<file path="src/rtl/mac4_pkg.sv">
// Shared types, widths and arithmetic helpers for the MAC4 result collector.
// Saturation helper is used only when MAC4_COLLECT_SAT_EN is defined.
package mac4_pkg;

   localparam int MAC4_IN_W  = 18;
   localparam int MAC4_ACC_W = 32;

   typedef logic signed [MAC4_IN_W-1:0]  psum_t;
   typedef logic signed [MAC4_ACC_W-1:0] acc_t;

   // Add two already sign-extended values and clip to a w-bit signed range.
   function automatic logic signed [63:0] sat_add(
      input logic signed [63:0] a,
      input logic signed [63:0] b,
      input int                 w
   );
      logic signed [63:0] s;
      logic signed [63:0] hi;
      logic signed [63:0] lo;
      s  = a + b;
      hi = (64'sd1 <<< (w - 1)) - 64'sd1;
      lo = -hi - 64'sd1;
      if (s > hi)
         return hi;
      else if (s < lo)
         return lo;
      else
         return s;
   endfunction

endpackage

</file>
<file path="src/rtl/mac4_result_collector_if.sv">
// Partial-sum input stream and ready/valid result stream of the collector.
// slave: collector side; master: producer/consumer side.
interface mac4_result_collector_if
   import mac4_pkg::*;
#(
   parameter int IN_W  = MAC4_IN_W,
   parameter int ACC_W = MAC4_ACC_W
);

   logic                    valid_in;
   logic signed [IN_W-1:0]  c_in;
   logic                    res_valid;
   logic                    res_ready;
   logic signed [ACC_W-1:0] res_data;

   modport slave (
      input  valid_in,
      input  c_in,
      input  res_ready,
      output res_valid,
      output res_data
   );

   modport master (
      output valid_in,
      output c_in,
      output res_ready,
      input  res_valid,
      input  res_data
   );

endinterface

</file>
<file path="src/rtl/mac4_result_fifo.sv">
// First-word-fall-through result FIFO with synchronous flush.
// A push into a full FIFO is taken only when a pop happens in the same cycle.
module mac4_result_fifo
   import mac4_pkg::*;
#(
   parameter int W     = MAC4_ACC_W,
   parameter int DEPTH = 4
) (
   input  logic         clk,
   input  logic         rst_n,
   input  logic         flush,
   input  logic         push,
   input  logic         pop,
   input  logic [W-1:0] din,
   output logic [W-1:0] dout,
   output logic         full,
   output logic         empty
);

   localparam int AW = $clog2(DEPTH);

   logic [W-1:0]  mem [DEPTH];
   logic [AW-1:0] wr_ptr;
   logic [AW-1:0] rd_ptr;
   logic [AW:0]   count;
   logic          do_push;
   logic          do_pop;

   assign empty   = (count == '0);
   assign full    = (count == (AW+1)'(DEPTH));
   assign do_pop  = pop && !empty;
   assign do_push = push && (!full || do_pop);
   assign dout    = empty ? '0 : mem[rd_ptr];

   // Pointer and occupancy tracking; pointers wrap naturally.
   always_ff @(posedge clk or negedge rst_n) begin
      if (!rst_n) begin
         wr_ptr <= '0;
         rd_ptr <= '0;
         count  <= '0;
      end else if (flush) begin
         wr_ptr <= '0;
         rd_ptr <= '0;
         count  <= '0;
      end else begin
         if (do_push)
            wr_ptr <= wr_ptr + AW'(1);
         if (do_pop)
            rd_ptr <= rd_ptr + AW'(1);
         unique case ({do_push, do_pop})
            2'b10:   count <= count + 1'b1;
            2'b01:   count <= count - 1'b1;
            default: count <= count;
         endcase
      end
   end

   // Storage array; contents are masked on the output while empty.
   always_ff @(posedge clk) begin
      if (do_push && !flush)
         mem[wr_ptr] <= din;
   end

endmodule

</file>
<file path="src/rtl/mac4_result_collector.sv">
// Accumulates CHUNKS MAC partial sums per result and queues results.
// Define MAC4_COLLECT_SAT_EN for saturating accumulation and sat_o.
module mac4_result_collector
   import mac4_pkg::*;
#(
   parameter int IN_W       = MAC4_IN_W,
   parameter int ACC_W      = MAC4_ACC_W,
   parameter int CHUNKS     = 16,
   parameter int FIFO_DEPTH = 4
) (
   input  logic                   clk,
   input  logic                   rst_n,
   input  logic                   clr,
   mac4_result_collector_if.slave bus,
   output logic [15:0]            chunk_cnt,
   output logic                   drop_o,
   output logic                   sat_o
);

   logic signed [ACC_W-1:0] acc;
   logic signed [ACC_W-1:0] base;
   logic signed [ACC_W-1:0] ext;
   logic signed [ACC_W-1:0] sum;
   logic                    last;
   logic                    push;
   logic                    pop;
   logic                    full;
   logic                    empty;

   assign base = (chunk_cnt == 16'd0) ? '0 : acc;
   assign ext  = ACC_W'(bus.c_in);
   assign last = (chunk_cnt == 16'(CHUNKS - 1));
   assign push = bus.valid_in && !clr && last;
   assign pop  = bus.res_ready && !clr;

`ifdef MAC4_COLLECT_SAT_EN
   logic signed [63:0] wide;
   logic signed [63:0] clip;
   logic               clamp;

   assign wide  = 64'(base) + 64'(ext);
   assign clip  = sat_add(64'(base), 64'(ext), ACC_W);
   assign clamp = (clip != wide);
   assign sum   = clip[ACC_W-1:0];

   // Sticky record of any clamp applied to an accepted beat.
   always_ff @(posedge clk or negedge rst_n) begin
      if (!rst_n)
         sat_o <= 1'b0;
      else if (clr)
         sat_o <= 1'b0;
      else if (bus.valid_in && clamp)
         sat_o <= 1'b1;
   end
`else
   assign sum   = base + ext;
   assign sat_o = 1'b0;
`endif

   // Beat counter, running sum and sticky drop flag.
   always_ff @(posedge clk or negedge rst_n) begin
      if (!rst_n) begin
         acc       <= '0;
         chunk_cnt <= '0;
         drop_o    <= 1'b0;
      end else if (clr) begin
         acc       <= '0;
         chunk_cnt <= '0;
         drop_o    <= 1'b0;
      end else begin
         if (bus.valid_in) begin
            if (last) begin
               chunk_cnt <= '0;
            end else begin
               acc       <= sum;
               chunk_cnt <= chunk_cnt + 16'd1;
            end
         end
         if (push && full && !bus.res_ready)
            drop_o <= 1'b1;
      end
   end

   mac4_result_fifo #(
      .W     (ACC_W),
      .DEPTH (FIFO_DEPTH)
   ) u_fifo (
      .clk   (clk),
      .rst_n (rst_n),
      .flush (clr),
      .push  (push),
      .pop   (pop),
      .din   (sum),
      .dout  (bus.res_data),
      .full  (full),
      .empty (empty)
   );

   assign bus.res_valid = !empty;

endmodule
</file>
<file path="src/flat_wrapper.sv">
// flat-port wrapper written by rule: the top's interface ports become plain ports
module mac4_result_collector_flat import mac4_pkg::*;
#(
   parameter int IN_W       = MAC4_IN_W,
   parameter int ACC_W      = MAC4_ACC_W,
   parameter int CHUNKS     = 16,
   parameter int FIFO_DEPTH = 4
)
  (clk, rst_n, clr, chunk_cnt, drop_o, sat_o, bus_valid_in, bus_c_in, bus_res_ready, bus_res_valid, bus_res_data);
  mac4_result_collector_if #(.IN_W(IN_W), .ACC_W(ACC_W)) bus_i ();
  input  logic clk;
  input  logic rst_n;
  input  logic clr;
  output logic [15:0] chunk_cnt;
  output logic drop_o;
  output logic sat_o;
  input wire logic [$bits(bus_i.valid_in)-1:0] bus_valid_in;
  input wire logic [$bits(bus_i.c_in)-1:0] bus_c_in;
  input wire logic [$bits(bus_i.res_ready)-1:0] bus_res_ready;
  output wire logic [$bits(bus_i.res_valid)-1:0] bus_res_valid;
  output wire logic [$bits(bus_i.res_data)-1:0] bus_res_data;
  assign bus_i.valid_in = bus_valid_in;
  assign bus_i.c_in = bus_c_in;
  assign bus_i.res_ready = bus_res_ready;
  assign bus_res_valid = bus_i.res_valid;
  assign bus_res_data = bus_i.res_data;
  mac4_result_collector #(.IN_W(IN_W), .ACC_W(ACC_W), .CHUNKS(CHUNKS), .FIFO_DEPTH(FIFO_DEPTH)) u_core (.clk(clk), .rst_n(rst_n), .clr(clr), .bus(bus_i), .chunk_cnt(chunk_cnt), .drop_o(drop_o), .sat_o(sat_o));
endmodule
</file>
<file path="config.mk">
export PLATFORM = sky130hd
export DESIGN_NAME = mac4_result_collector_flat
export DESIGN_NICKNAME = d
export VERILOG_FILES = /design/src/rtl/mac4_pkg.sv /design/src/rtl/mac4_result_collector_if.sv /design/src/rtl/mac4_result_fifo.sv /design/src/rtl/mac4_result_collector.sv /design/src/flat_wrapper.sv
export SDC_FILE = /design/constraint.sdc
export NUM_CORES = 1
export LEC_CHECK = 0
export ABC_AREA = 1
export ABC_CLOCK_PERIOD_IN_PS = 4200
export CORE_UTILIZATION = 45
export CTS_CLUSTER_SIZE = 8
export DETAILED_ROUTE_END_ITERATION = 10
export SYNTH_ARGS = -nofsm -noshare
export SYNTH_HDL_FRONTEND = slang
export SYNTH_SLANG_ARGS = --single-unit
</file>
<file path="constraint.sdc">
create_clock -name clk -period 4.2 [get_ports clk]
set_clock_uncertainty 0.15 [all_clocks]
set_input_delay 0.84 -clock clk [delete_from_list [all_inputs] [get_ports clk]]
set_output_delay 0.84 -clock clk [all_outputs]
set_load 0.01 [all_outputs]
</file>
==> results of run 1 <==
flip-flops by register name, indices dropped and copies added (netlist names):
register	cells
u_core.acc	32
u_core.chunk_cnt	16
u_core.drop_o	1
u_core.u_fifo.count	3
u_core.u_fifo.mem	128
u_core.u_fifo.rd_ptr	2
u_core.u_fifo.wr_ptr	2
metal layers:
layer,part of all wire,global-route usage,wire (µm),vias to the layer above
li1,-,-,-,4230
met1,0.49,0.310,12200,3828
met2,0.45,0.351,11200,191
met3,0.046,0.0389,1140,26
met4,0.014,0.0519,357,0
met5,0,0,0,-
final timing paths:
kind	from	end	slack, ps	depth (start not counted)
min	u_core.acc[13]$_DFFE_PN0P_	u_core.acc[13]$_DFFE_PN0P_	330	2
max	u_core.u_fifo.rd_ptr[0]$_DFFE_PN0P_	bus_res_data[6]	360	5
max reg2reg	u_core.chunk_cnt[0]$_DFFE_PN0P_	u_core.u_fifo.mem[3][16]$_DFFE_PP_	600	16
min reg2reg	u_core.acc[13]$_DFFE_PN0P_	u_core.acc[13]$_DFFE_PN0P_	330	2
min in group asynchronous	rst_n	u_core.acc[30]$_DFFE_PN0P_	380	1
max in group asynchronous	rst_n	u_core.acc[6]$_DFFE_PN0P_	2680	2
kinds of logic (layout without fill, tap and decap cells):
family / count (synthesis) / in the layout / share of synthesized area
AOI/OAI and AO/OA: 155 / 155 / 0.0797
DFF: 184 / 184 / 0.506
adders and majority gates: 39 / 39 / 0.0485
buffers and inverters: 229 / 311 / 0.0890
and+or+nand+nor: 662 / 662 / 0.262
other: 1 / 1 / 0.000362
xor gates and xnor gates: 17 / 17 / 0.0144
worst max-delay path, stage by stage (launching register included):
cell and delay [ps]:
dfrtp_2 360, clkinv_1 740, buf_4 500, o21ai_0 210, a21oi_1 90, clkdlybuf4s50_1 510
synthesized netlist by cell type, drive strengths merged, types with 12 or more instances:
| cell type | number |
|---|---|
| nor2 | 236 |
| inv | 191 |
| buf | 16 |
| nor3 | 12 |
| and2 | 14 |
| ha | 37 |
| dfrtp | 56 |
| clkbuf | 19 |
| o21ai | 85 |
| nand3 | 51 |
| edfxtp | 128 |
| a21oi | 58 |
| nand2 | 334 |
metrics by stage:
step                      worst slack [ps]   util  total power [mW]  instances
after floorplan                        625      -              3.54       1287
after global placement                 562  0.502              4.40       1622
after detailed placement               477  0.502              4.42       1622
after CTS                              282  0.530              6.14       1654
after global routing                  61.4  0.530              6.46       1654
final                                  362  0.530              6.11       1654
power by group through the flow:
stage | clock (mW) | sequential [mW] | combinational [mW]
2_1_floorplan | 0 | 2.22 | 1.32
3_3_place_gp | 0 | 2.23 | 2.17
3_5_place_dp | 0 | 2.23 | 2.19
4_1_cts | 1.75 | 2.19 | 2.20
5_1_grt | 1.82 | 2.20 | 2.43
6_report | 1.73 | 2.19 | 2.19
final cells by class:
class                   instances  area, µm²  share of cell area
flip-flops and latches        184       5250               0.437
multi-input cells             874       4210               0.350
repair buffers                 85        826              0.0688
inverters                     194        737              0.0614
clock buffers                  18        429              0.0357
well taps                     285        357              0.0297
clock inverters                14        208              0.0173
placed cells by master (no fill, tap or decap), types with 7 or more instances in the layout:
| master | instances |
|---|---|
| xor2_1 | 11 |
| nand2_1 | 327 |
| nor2_1 | 224 |
| inv_2 | 8 |
| ha_1 | 37 |
| inv_1 | 182 |
| and2_1 | 14 |
| clkbuf_16 | 17 |
| o21ai_0 | 75 |
| nor2_2 | 9 |
| clkdlybuf4s50_1 | 71 |
| dfrtp_1 | 55 |
| o21ai_1 | 8 |
| nand3_1 | 48 |
| nand2_2 | 7 |
| nor3_1 | 12 |
| edfxtp_1 | 128 |
| buf_4 | 12 |
| a21oi_1 | 58 |
==> impl_metrics.py, run 1 <==
metrics = {
    "sta": {
        "whs_ps": 334,
        "setup-tns-final_ps": 0,
        "tightest_slew_ps": 971,
        "fin_crit_sh": 0.914,
        "relSlewSlack": 0.349,
        "setup_viol": 0,
        "finalCriticalPeriod_ps": 3840,
        "rsz0062_at_grt": "false",
        "hold_viol": 0,
        "fmax_mhz": 261,
        "slew_violations": 0,
    },
    "yosys": {
        "synthArstFlopShare": 0.304,
        "netlist_area_mm2": 0.0104,
        "syn_inst": 1287,
        "syn_avg_cell_area_um2": 8.05,
        "syn_nets": 1349,
        "synth-main-ff-cell": "edfxtp_1",
        "yosys.area.top_type_share": 0.371,
        "yosysTopAreaCell": "edfxtp_1",
        "synth_enable_flop_cells": 128,
        "ys_seq_elements": 184,
        "ys.warnings.count": 0,
        "synthTopCellsByArea": "edfxtp_1 (37%), dfrtp_1 (14%), nand2_1 (12%)",
        "yosysUniqueCellTypes": 40,
        "ys_seq_area_frac": 0.506,
    },
    "floorplanning": {
        "die_width_um": 154,
        "pin_count": 74,
        "start_util": 0.458,
        "die_h_um": 154,
        "placementRows": 55,
        "die_area_mm2": 0.0236,
        "core_mm2": 0.0226,
    },
    "min_path": {
        "hp-class": "reg2reg",
    },
    "worst_setup_path": {
        "cp_max_fo": 38,
        "worst_setup_path_start_kind": "flip-flop",
        "cp-end-kind": "output pin",
        "crit_type": "reg2out",
        "worstPathRequired_ps": 3210,
        "crit_arrival_ps": 2850,
    },
    "routing": {
        "ant_nets": 0,
        "drt_iter0_drc": 543,
        "drc": 0,
        "routed_via_density": 5.00,
        "totalWireLength_um": 24900,
        "wire_per_inst_um": 15.0,
        "dr.pass1.iters": 5,
        "vias": 8275,
    },
    "place": {
        "port_buffers": 72,
        "gp_congestion": 0.951,
        "hpwl_um": 17200,
        "placed_area_mm2": 0.0114,
    },
    "run": {
        "maxCapViolations": 0,
    },
    "clock_network": {
        "cts_setup_buffers": 0,
        "cts_sinks": 184,
        "ctsHoldBuffers": 0,
        "clock_latency_ps": 440,
        "cts_buffer_depth": 2,
        "path_clk_slew_ps": 70,
        "ctsResizeCount": 0,
        "cts_tree": "done",
        "cts_made_buffers": 17,
        "htreeDepth": 4,
        "cts_root_buf": "clkbuf_16",
    },
    "finish": {
        "diodes": 0,
        "finalInstanceArea_mm2": 0.0120,
        "syn_to_final_growth_pct": 15.9,
        "fillers": 2106,
        "drive_gt1_frac": 0.0584,
        "nNetsFinal": 1418,
    },
    "power_and_ir_drop": {
        "swShare": 0.361,
        "power.density_mw_per_mm2": 509,
        "pwr-share-seq": 0.359,
        "combPwrFrac": 0.358,
        "p_leak_nw": 5.38,
        "p_int_mw": 3.91,
        "ir_drop_uv": 257,
        "power_frac_clock": 0.283,
        "switching_power_mw": 2.21,
    },
    "global_route": {
        "grt_max_degree": 68,
        "grt_pass1_wl_um": 40200,
        "antenna_found_initial": 0,
        "first_global_vias": 7786,
        "overflow": 0,
        "grt_use_total": 0.219,
    },
    "outcome": {
        "outcome": "complete, no violations",
    },
}
Note: power is estimated with default switching activity, not from simulation.
==> run 2, diff against run 1 <==
--- a/config.mk
+++ b/config.mk
@@ -12,4 +12,5 @@
 export DETAILED_ROUTE_END_ITERATION = 10
 export SYNTH_ARGS = -nofsm -noshare
 export SYNTH_HDL_FRONTEND = slang
+export SYNTH_HIERARCHICAL = 1
 export SYNTH_SLANG_ARGS = --single-unit
==> run 2 against run 1 <==
- routed wire length up 5.4%
- final cell count increased by 1.3%
- design area rose by 1.1%
- combinational power is 42% lower
- first-iteration DRC count is 8.8% lower
- critical path type unchanged
- largest cell class unchanged
- highest routed layer unchanged
==> impl_metrics.py, run 2 <==
metrics = {
    "power_and_ir_drop": {
        "power_frac_clock": 0.336,
        "switching_power_mw": 1.60,
        "power.density_mw_per_mm2": 416,
        "combPwrFrac": 0.253,
        "p_leak_nw": 5.43,
        "ir_drop_uv": 312,
        "pwr-share-seq": 0.411,
        "p_int_mw": 3.45,
        "swShare": 0.317,
    },
    "yosys": {
        "ys.warnings.count": 6,
        "yosysTopAreaCell": "edfxtp_1",
        "syn_inst": 1281,
        "synth_enable_flop_cells": 128,
        "synth_common_cells": "nand2_1 (304), nor2_1 (222), inv_1 (189), edfxtp_1 (128), nand3_1 (60)",
        "netlist_area_mm2": 0.0105,
        "yosysUniqueCellTypes": 43,
        "ys_seq_elements": 184,
        "yosysMostFrequentCell": "nand2_1",
        "syn_nets": 1343,
        "synth-main-ff-cell": "edfxtp_1",
        "yosys.area.top_type_share": 0.366,
        "synthTopCellsByArea": "edfxtp_1 (37%), dfrtp_1 (13%), nand2_1 (11%)",
        "syn_avg_cell_area_um2": 8.21,
        "ys_seq_area_frac": 0.499,
        "synthArstFlopShare": 0.304,
    },
    "global_route": {
        "grt_max_degree": 42,
        "grt_util_met3": 0.0320,
        "gr-usage-met1": 0.317,
        "grt_use_total": 0.229,
        "met2_usage": 0.374,
        "first_global_vias": 7958,
        "gr-max-usage-layer": "met2",
        "grt_pass1_wl_um": 42000,
        "antenna_found_initial": 0,
        "overflow": 0,
    },
    "outcome": {
        "outcome": "complete, no violations",
    },
    "finish": {
        "reg.largest.list": "u_core/u_fifo/mem x128, u_core/acc x32, u_core/chunk_cnt x16",
        "fillers": 2152,
        "finalInstanceArea_mm2": 0.0121,
        "final_common_cell": "nand2_1",
        "diodes": 0,
        "mostFrequentLayoutCells": "nand2_1 (304), nor2_1 (218), inv_1 (189), edfxtp_1 (128), clkdlybuf4s50_1 (71)",
        "multiInputGateArea_mm2": 0.00431,
        "nNetsFinal": 1412,
        "drive_gt1_frac": 0.0734,
        "regArea_mm2": 0.00525,
        "regMostFlops": "u_core/u_fifo/mem",
        "largest_reg_flops": 128,
        "syn_to_final_growth_pct": 15.5,
        "postLayoutCoreUtil": 0.533,
    },
    "clock_network": {
        "clock_latency_ps": 440,
        "ctsHoldBuffers": 0,
        "cts_sinks": 184,
        "htreeDepth": 4,
        "path_clk_slew_ps": 80,
        "cts_setup_buffers": 0,
        "ctsResizeCount": 0,
        "cts_buffer_depth": 2,
        "cts_root_buf": "clkbuf_16",
        "cts_tree": "done",
        "cts_made_buffers": 17,
    },
    "min_path": {
        "hp-class": "in2async",
    },
    "sta": {
        "setup-tns-final_ps": 0,
        "fmax_mhz": 260,
        "hold_viol": 0,
        "tightest_slew_ps": 711,
        "setup_viol": 0,
        "slew_violations": 0,
        "finalCriticalPeriod_ps": 3850,
        "relSlewSlack": 0.525,
        "fin_crit_sh": 0.916,
        "rsz0062_at_grt": "false",
    },
    "floorplanning": {
        "die_h_um": 155,
        "die_area_mm2": 0.0240,
        "start_util": 0.462,
        "placementRows": 55,
        "die_width_um": 155,
        "core_mm2": 0.0228,
        "pin_count": 74,
    },
    "worst_setup_path": {
        "crit_chain": "inv_2 > nor2_1 > o21ai_0 > a21oi_1 > clkdlybuf4s50_1",
        "worstPathRequired_ps": 3210,
        "critical-path-max-stage-delay_ps": 790,
        "cp-end-kind": "output pin",
        "crit_arrival_ps": 2860,
        "critPathSlowestCell": "dfrtp_1",
        "worst_setup_path_start_kind": "flip-flop",
        "cp_max_fo": 34,
        "reg2reg_depth": 17,
        "crit_type": "reg2out",
    },
    "run": {
        "maxCapViolations": 0,
    },
    "place": {
        "placed_area_mm2": 0.0115,
        "port_buffers": 72,
        "gp_congestion": 0.886,
        "hpwl_um": 18500,
    },
    "routing": {
        "ant_nets": 0,
        "wire_per_inst_um": 15.6,
        "routed_via_density": 4.91,
        "totalWireLength_um": 26200,
        "drc": 0,
        "vias": 8226,
        "drt_iter0_drc": 495,
        "dr.pass1.iters": 5,
    },
}
## run 2: cell count changes after synthesis, moves of 4 or more
cell | before | now
a22o_1 | 5 | 0
buf_2 | 10 | 16
buf_4 | 1 | 6
clkbuf_1 | 19 | 4
inv_1 | 182 | 189
nand2_1 | 327 | 304
nand3_1 | 48 | 60
nand3b_1 | 6 | 2
nor2_1 | 228 | 222
o21ai_0 | 75 | 42
o21ai_1 | 8 | 37
o21ai_2 | 1 | 16
## run 2: stage by stage
step	hold WS (ps)	total power [mW]	cells	setup WS (ps)
2_1_floorplan	299	2.83	1281	758
3_3_place_gp	314	3.39	1644	689
3_5_place_dp	316	3.39	1644	650
4_1_cts	279	5.09	1676	297
5_1_grt	309	5.28	1676	178
6_report	273	5.05	1676	355
## run 2: power groups by stage
| stage | clock network [mW] | registers [mW] | logic [mW] |
|---|---|---|---|
| floorplan | 0 | 2.09 | 0.744 |
| global placement | 0 | 2.11 | 1.27 |
| detailed placement | 0 | 2.11 | 1.28 |
| CTS | 1.73 | 2.07 | 1.29 |
| global route | 1.79 | 2.08 | 1.41 |
| finish | 1.70 | 2.07 | 1.28 |
## run 2: area by class of cell
class / count / share of cell area
clock buffers: 17 / 0.0350
clock inverters: 15 / 0.0164
well taps: 313 / 0.0323
repair buffers: 86 / 0.0686
multi-input cells: 865 / 0.355
inverters: 196 / 0.0606
flip-flops and latches: 184 / 0.432
## run 2: layer usage
| metal | vias to the layer above | wire length (µm) |
|---|---|---|
| li1 | 4231 | - |
| met1 | 3816 | 12800 |
| met2 | 152 | 12200 |
| met3 | 27 | 799 |
| met4 | 0 | 454 |
| met5 | - | 0 |
## run 2: worst max-delay path: cells and delay by family (launching register included)
family,cells,cell delay [ps]
simple gates,1,200
compound gates,2,340
flops,1,790
buf+inv,2,1090
## run 2: cell families (layout without fill, tap and decap cells)
group,after synthesis,in the layout,share of synthesized area
AND/OR/NAND/NOR,642,642,0.255
buffers and inverters,232,314,0.0922
flip-flops,184,184,0.499
AO/OA/AOI/OAI,162,162,0.0872
adder cells (fa/ha/maj),39,39,0.0478
XOR/XNOR,21,21,0.0189
other,1,1,0.000357
## run 2: path summary, 6_finish.rpt
check,start,end,slack (ps)
max,u_core/u_fifo/rd_ptr[1]$_DFFE_PN0P_,bus_res_data[21],350
min,rst_n,u_core/chunk_cnt[5]$_DFFE_PN0P_,270
max reg2reg,u_core/chunk_cnt[0]$_DFFE_PN0P_,u_core/u_fifo/mem[0][26]$_DFFE_PP_,680
min reg2reg,u_core/acc[23]$_DFFE_PN0P_,u_core/acc[23]$_DFFE_PN0P_,330
max in group asynchronous,rst_n,u_core/acc[25]$_DFFE_PN0P_,2910
min in group clk,u_core/acc[23]$_DFFE_PN0P_,u_core/acc[23]$_DFFE_PN0P_,330
==> run 3, diff against run 2 <==
--- a/config.mk
+++ b/config.mk
@@ -8,6 +8,7 @@
 export ABC_AREA = 1
 export ABC_CLOCK_PERIOD_IN_PS = 4200
 export CORE_UTILIZATION = 45
+export CTS_BUF_LIST = sky130_fd_sc_hd__clkbuf_16
 export CTS_CLUSTER_SIZE = 8
 export DETAILED_ROUTE_END_ITERATION = 10
 export SYNTH_ARGS = -nofsm -noshare
==> results of run 3 <==
The final DEF is identical to that of run 2; final timing and power are the same.
